**src/rtl/matmul_pkg.sv**
```systemverilog
// Shared types and helpers for the matmul result drain path.
// Holds the drain state encoding, counter width and signed clip helper.
package matmul_pkg;

    typedef enum logic {
        ST_IDLE  = 1'b0,
        ST_DRAIN = 1'b1
    } drain_state_t;

    localparam int SAT_CNT_W = 16;
    localparam int CLIP_W    = 64;

    // Clamp v (sign-extended from in_w bits) into the signed out_w range.
    function automatic logic signed [CLIP_W-1:0] sat_clip(
        input logic signed [CLIP_W-1:0] v,
        input int                       in_w,
        input int                       out_w
    );
        logic signed [CLIP_W-1:0] hi;
        logic signed [CLIP_W-1:0] lo;
        hi = (64'sd1 <<< (out_w - 1)) - 64'sd1;
        lo = -hi - 64'sd1;
        if (out_w >= in_w) return v;
        if (v > hi) return hi;
        if (v < lo) return lo;
        return v;
    endfunction

endpackage

```
**src/rtl/signed_saturate.sv**
```systemverilog
// One-element clip stage: IN_W signed in, OUT_W out, with a clipped flag.
// SAT=0 selects plain truncation and never flags a clip.
module signed_saturate
    import matmul_pkg::*;
#(
    parameter int IN_W  = 32,
    parameter int OUT_W = 16,
    parameter int SAT   = 1
) (
    input  logic [IN_W-1:0]  d,
    output logic [OUT_W-1:0] q,
    output logic             clipped
);

    logic signed [CLIP_W-1:0] wide;
    logic signed [CLIP_W-1:0] clip_v;

    always_comb begin
        wide   = CLIP_W'($signed(d));
        clip_v = sat_clip(wide, IN_W, OUT_W);
        if (SAT != 0) begin
            q       = clip_v[OUT_W-1:0];
            clipped = (clip_v != wide);
        end else begin
            q       = d[OUT_W-1:0];
            clipped = 1'b0;
        end
    end

endmodule

```
**src/rtl/matmul_result_drain.sv**
```systemverilog
// Buffers one M x N result matrix and streams it out a row per beat.
// A new matrix may be accepted on the last-row beat, so no bubble occurs.
module matmul_result_drain
    import matmul_pkg::*;
#(
    parameter int  M     = 4,
    parameter int  N     = 4,
    parameter int  P     = 8,
    parameter int  OUT_W = 32,
    parameter int  SAT   = 1,
    localparam int IDX_W = (M > 1) ? $clog2(M) : 1
) (
    input  logic                 clk,
    input  logic                 rst_n,
    input  logic                 in_valid,
    output logic                 in_ready,
    input  logic [M*N*4*P-1:0]   in_d,
    output logic                 out_valid,
    input  logic                 out_ready,
    output logic [N*OUT_W-1:0]   out_row,
    output logic [IDX_W-1:0]     out_row_idx,
    output logic                 out_last,
    output logic [SAT_CNT_W-1:0] sat_count,
    input  logic                 sat_clr
);

    localparam int EW    = 4 * P;
    localparam int ROW_W = N * EW;

    localparam logic [0:0] S_IDLE  = ST_IDLE;
    localparam logic [0:0] S_DRAIN = ST_DRAIN;

    logic [0:0]           state_q;
    logic [IDX_W-1:0]     ptr_q;
    logic [M*ROW_W-1:0]   mat_q;
    logic [ROW_W-1:0]     row;
    logic [N-1:0]         clip_v;
    logic [SAT_CNT_W-1:0] cnt_q;
    logic                 in_hs;
    logic                 out_hs;

    assign out_valid   = (state_q == S_DRAIN);
    assign out_last    = out_valid && (ptr_q == IDX_W'(M - 1));
    assign in_ready    = rst_n &&
                         ((state_q == S_IDLE) || (out_last && out_ready));
    assign in_hs       = in_valid && in_ready;
    assign out_hs      = out_valid && out_ready;
    assign out_row_idx = ptr_q;
    assign sat_count   = cnt_q;

    always_comb begin
        row = mat_q[int'(ptr_q)*ROW_W +: ROW_W];
    end

    for (genvar c = 0; c < N; c++) begin : g_sat
        signed_saturate #(
            .IN_W  (EW),
            .OUT_W (OUT_W),
            .SAT   (SAT)
        ) u_sat (
            .d       (row[c*EW +: EW]),
            .q       (out_row[c*OUT_W +: OUT_W]),
            .clipped (clip_v[c])
        );
    end

    // Matrix storage carries no reset; out_row is don't-care in IDLE.
    always_ff @(posedge clk) begin
        if (in_hs) mat_q <= in_d;
    end

    always_ff @(posedge clk or negedge rst_n) begin
        if (!rst_n) begin
            state_q <= S_IDLE;
            ptr_q   <= '0;
        end else begin
            unique case (state_q)
                S_IDLE: begin
                    if (in_hs) begin
                        state_q <= S_DRAIN;
                        ptr_q   <= '0;
                    end
                end
                S_DRAIN: begin
                    if (out_hs) begin
                        if (out_last) begin
                            ptr_q   <= '0;
                            state_q <= in_hs ? S_DRAIN : S_IDLE;
                        end else begin
                            ptr_q <= ptr_q + 1'b1;
                        end
                    end
                end
                default: begin
                    state_q <= S_IDLE;
                    ptr_q   <= '0;
                end
            endcase
        end
    end

    always_ff @(posedge clk or negedge rst_n) begin
        if (!rst_n) begin
            cnt_q <= '0;
        end else if (sat_clr) begin
            cnt_q <= '0;
        end else if (out_hs && (|clip_v) && (cnt_q != '1)) begin
            cnt_q <= cnt_q + 1'b1;
        end
    end

endmodule

```
**config.mk**
```make
export PLATFORM = sky130hd
export DESIGN_NAME = matmul_result_drain
export DESIGN_NICKNAME = d
export VERILOG_FILES = /design/src/rtl/matmul_pkg.sv /design/src/rtl/signed_saturate.sv /design/src/rtl/matmul_result_drain.sv
export SDC_FILE = /design/constraint.sdc
export NUM_CORES = 1
export LEC_CHECK = 0
export CORE_AREA = 4 4 257 259
export CTS_BUF_LIST = sky130_fd_sc_hd__clkbuf_4 sky130_fd_sc_hd__clkbuf_8 sky130_fd_sc_hd__clkbuf_16
export CTS_CLUSTER_DIAMETER = 60
export DETAILED_ROUTE_END_ITERATION = 10
export DIE_AREA = 0 0 261 263
export SYNTH_ARGS = -nofsm -noshare
export SYNTH_HDL_FRONTEND = slang
export SYNTH_SLANG_ARGS = --single-unit
```
**constraint.sdc**
```tcl
create_clock -name clk -period 25.6 [get_ports clk]
set_clock_uncertainty 0.1 [all_clocks]
set_input_delay 5.12 -clock clk [delete_from_list [all_inputs] [get_ports clk]]
set_output_delay 5.12 -clock clk [all_outputs]
set_load 0.03 [all_outputs]
```
# After elaboration in Yosys (flattened, before gate mapping)
# Index checks and enable logic that the tools add are counted.
op_classes:
  add_sub_neg: 1
  eq_ne: 3
  shift: 1
  n_mux: 9
  bitwise: 1
  n_reduce_logical: 7
op_table:
  columns: ["op", "count"]
  rows:
  - ["$shiftx 512x10->128", 1]
  - ["$mux 16", 1]
  - ["$mux 2", 3]
  - ["$logic_and 1x1->1", 5]
  - ["$pmux 2 s2", 1]
  - ["$mux 1", 3]
  - ["$add 2x1->2 const B", 1]
  - ["$eq 2x2->1 const B", 1]
  - ["$ne 2x1->1 const B", 1]
  - ["$ne 2x2->1 const B", 1]
  - ["$pmux 1 s2", 1]
  - ["$reduce_and 2->1", 1]
  - ["$logic_or 1x1->1", 1]
  - ["$not 1->1", 1]
totals:
  reg_bits: 531
  in_bits: 517
  word_cells: 26

# Logic depth before layout (Yosys ltp)
logic_depth:
  word_depth: 10
  mapped_depth: 5
  mapped_depth_nobuf: 3

# Hierarchy
# From an unflattened synthesis, not the netlist that was laid out.
hier_totals:
  cells_unflattened: 921
  area_unflattened_um2: 20502.2
by_module_without_submodules:
  columns: ["mod", "n_inst", "cells_per_inst", "area_per_inst_um2", "seq_area_each_um2"]
  rows:
  - ["matmul_result_drain", 1, 785, 19496.2, 15850.2]
  - ["signed_saturate", 4, 34, 251.5, 0.0]

# Least setup slack after synthesis
# Ideal clock, no wire load.
synth_path:
  kind: "input to register"
  startpoint: "input port in_valid"
  endpoint: "register mat_q[0] (enable)"
  setup_ns: 1.405
  t_arrival_ns: 26.481
  t_required_ns: 24.095
  setup_slack_ns: -2.386
  path_stages: 2
  cell_sequence: "nand2_1 nor2_1"
synth_via:
  elab_chain_len: 1
synth_rtl:
  columns: ["element", "line_no", "text"]
  rows:
  - ["from (decl)", "matmul_result_drain.sv:15", "input logic in_valid,"]
  - ["$logic_and 1x1->1", "matmul_result_drain.sv:46", "assign in_hs = in_valid && in_ready;"]
  - ["named net in_hs", "matmul_result_drain.sv:39", "logic in_hs;"]
  - ["to (signal assigned)", "matmul_result_drain.sv:69", "if (in_hs) mat_q <= in_d;"]
  - ["to (decl)", "matmul_result_drain.sv:35", "logic [M*ROW_W-1:0] mat_q;"]
# The timed path passes the listed nets, and every way through them passes these cells.
# A chain may end at the register's enable or synchronous reset.

# Final worst setup path
layout_path:
  startpoint: "input port out_ready"
  endpoint: "output port in_ready"
layout_via:
  elab_chain_len: 3
layout_rtl:
  columns: ["element", "line_no", "text"]
  rows:
  - ["from (decl)", "matmul_result_drain.sv:19", "input logic out_ready,"]
  - ["$logic_and 1x1->1", "matmul_result_drain.sv:45", "((state_q == S_IDLE) || (out_last && out_ready));"]
  - ["$logic_or 1x1->1", "matmul_result_drain.sv:45", null]
  - ["$logic_and 1x1->1", "matmul_result_drain.sv:44", "assign in_ready = rst_n &&"]
  - ["to (decl)", "matmul_result_drain.sv:16", "output logic in_ready,"]
# No other way between the ends.

==> results.md <==
* MaxCap Viol Count at 0
* Drt pass-1 iters at 5
* Syn Std Cell Area at 18800 um^2
* Share of layout cells above drive strength 1 at 16.6%
* Avg Cell Area, Syn at 26.7 um^2
* Starting Density at 29.4%
* Row cnt at 93
* CTS Hold Bufs at 0
* Crit path time final at 11.99 ns
* DIE WIDTH at 261 um
* Slew @ Worst Pin at 1.27 ns
* Final wirelength at 52000 um
* Clk pin slew, worst setup/hold paths at 0.06 ns
* Tot GR Track Use at 14.6%
* Cell family with most CP delay: buffers and inverters
* Total power at 2.85 mW
* Clock Latency Late Sink at 0.59 ns
* Critical-path cell list: clkdlybuf4s50_1 > a21boi_0 > nor2b_1 > clkdlybuf4s50_1
* M3 GR Usage at 4.55%
* CP dominant cell by count: clkdlybuf4s50_1
* Post-cts repair resize count at 0
* Worst setup SP type: input pin
* DRT iter0 DRCs at 806
* GPL Wtd Cong at 0.795
* Gr busiest metal: met2
* Vias at 9990
* Top FF cell, synth: edfxtp_1
* EDFF count, synth at 512
* Crit path max fanout at 4
* Vias per cell at 4.34
* Clock sinks at 515
* Placed instance area at 26100 um^2
* CTS root buf: clkbuf_16
* First-pass GRT wire length at 73600 um
* CP endpoint kind: output port
* Worst hold path class: flop to flop
* Critical path's slowest cell: clkdlybuf4s50_1
* Placed insts at 2184
* H-tree lvl count at 2
* Setup bufs post-CTS at 0
* Yosys reg bits at 515
* F_max at 0.0834 GHz
* Post-synthesis sequential area ratio at 82.3%
* Drt drc at 0
* Largest net degree at the start of global routing at 192
* CTS Buffer Depth at 3
* Mapped Cells at 702
* Area Overhead vs Synth at 49.8%
* Top-Level Pins at 666
* Status: completed
* # nets final at 1907
* RSZ-0062 raised after global routing: false
* Die Span Y at 263 um
* IO Port Bufs at 648
* Core Region at 63900 um^2
* Met2 Usage GRT at 26.3%
* TritonCTS Buffers at 58
* Async S/R FF share, synth at 0.583%
* Initial antenna violation count at 11
* Design Area, Final at 28100 um^2
* Post-synthesis cell type count at 21
* Total global routing overflow at 0
* Slew Viols, Final at 0
* Worst EP arrival at 6.77 ns
* DR WL/cell at 22.6 um
* Yosys warning total at 0
* WS Path Type: input pin to output port
* TNS Setup at 0 ns
* CTS tree: built
* Vias in the first global route at 11000
* Tcrit/Tclk final at 46.8%
* VDD IR max at 0.0743 mV
* Critical Path RT at 20.38 ns
* Lkg Pwr at 9.10 nW
* Final Non-Filler Cells at 2300
* Crit path buf inv count at 2
* Final hold vios at 0
* GR Util met1 at 16.3%
* Detailed Place HPWL at 37600 um
* ANT nets after route at 0
* CP max stage delay at 0.64 ns
* Die Area at 68600 um^2
* Filler cells at 5485
* Rel. slew slack at 15.3%
* Power per cell area at 101 nW/um^2
* Finish-stage setup viols at 0
## report_power, final
part,internal (mW),switching (mW),total [mW]
combinational,0.442,0.505,0.947
sequential,1.02,0.0375,1.06
clock,0.502,0.336,0.838
## final timing paths
check / depth (start not counted) / slack, ns / startpoint / to
setup reg to reg: 7 / 20.38 / out_row_idx[0] / mat_q[171]
setup / recovery: 4 / 13.61 / out_ready / in_ready
hold / removal: 2 / 0.60 / out_valid / out_row_idx[1]
min in group asynchronous: 1 / 4.65 / rst_n / out_row_idx[0]
hold reg to reg: 2 / 0.60 / out_valid / out_row_idx[1]
max in group asynchronous: 1 / 20.54 / rst_n / out_row_idx[1]
## layout by cell type, fill, tap and decap left out, types with 2 or more instances in the layout
master	instances
clkinv_8	2
nand2_1	2
clkbuf_16	58
clkinv_2	9
mux4_2	128
inv_6	4
edfxtp_1	512
clkbuf_4	12
diode_2	8
buf_12	2
conb_1	16
clkdlybuf4s50_1	648
bufinv_16	7
a31o_2	2
dfrtp_4	2
clkinv_4	2
buf_4	7
inv_8	2
clkinv_1	12
## kinds of logic after synthesis
kind of cell    share of synthesized area (%)
flops                                    82.3
compound gates                          0.133
mux                                      15.4
buf+inv                                  1.79
simple gates                            0.287
other cells                            0.0200
fa+ha+maj                              0.0667
## registers in the layout, summed over array words and instances (netlist names)
name,count
out_row_idx,2
out_valid,1
mat_q,512
## per-layer routing
metal / up-vias / wire (um) / part of all wire (%)
li1: 4407 / - / -
met1: 5099 / 18500 / 36
met2: 404 / 27800 / 54
met3: 76 / 4410 / 8.5
met4: 4 / 1220 / 2.4
met5: - / 24 / 0.046
## through the flow
| step | util (%) | worst slack, ns | hold WS (ns) |
|---|---|---|---|
| floorplan | - | 6.38 | 0.689 |
| global placement | 40.9 | 13.60 | 0.572 |
| detailed placement | 40.9 | 13.58 | 0.582 |
| CTS | 44.0 | 13.58 | 0.600 |
| global route | 44.0 | 13.52 | 0.641 |
| finish | 44.0 | 13.61 | 0.598 |
## cells in the mapped netlist, drive strengths merged, types with 2 or more instances
library cell	count	area, um^2
a31o	2	17.5
nand2	2	7.51
buf	43	328
dfrtp	3	75.1
mux4	128	2880
edfxtp	512	15400
clkbuf	2	8.75
## cell type report
class	count	area, um^2	area share, %
Multi-Input combinational cell	157	3040	10.8
Sequential cell	515	15500	55.0
Clock inverter	38	408	1.45
Clock buffer	70	1540	5.48
Antenna cell	8	20.0	0.0712
Timing Repair Buffer	657	6580	23.4
Tap cell	855	1070	3.80
## worst reg2reg max path: cells and delay by family, from the launching register on
| kind | cells | cell delay, ns |
|---|---|---|
| compound gates | 1 | 0.20 |
| flops | 1 | 0.74 |
| buf+inv | 4 | 3.05 |
| simple gates | 1 | 0.14 |
| fa+ha+maj | 1 | 0.35 |
No activity file was read; power rests on OpenSTA's default activity.
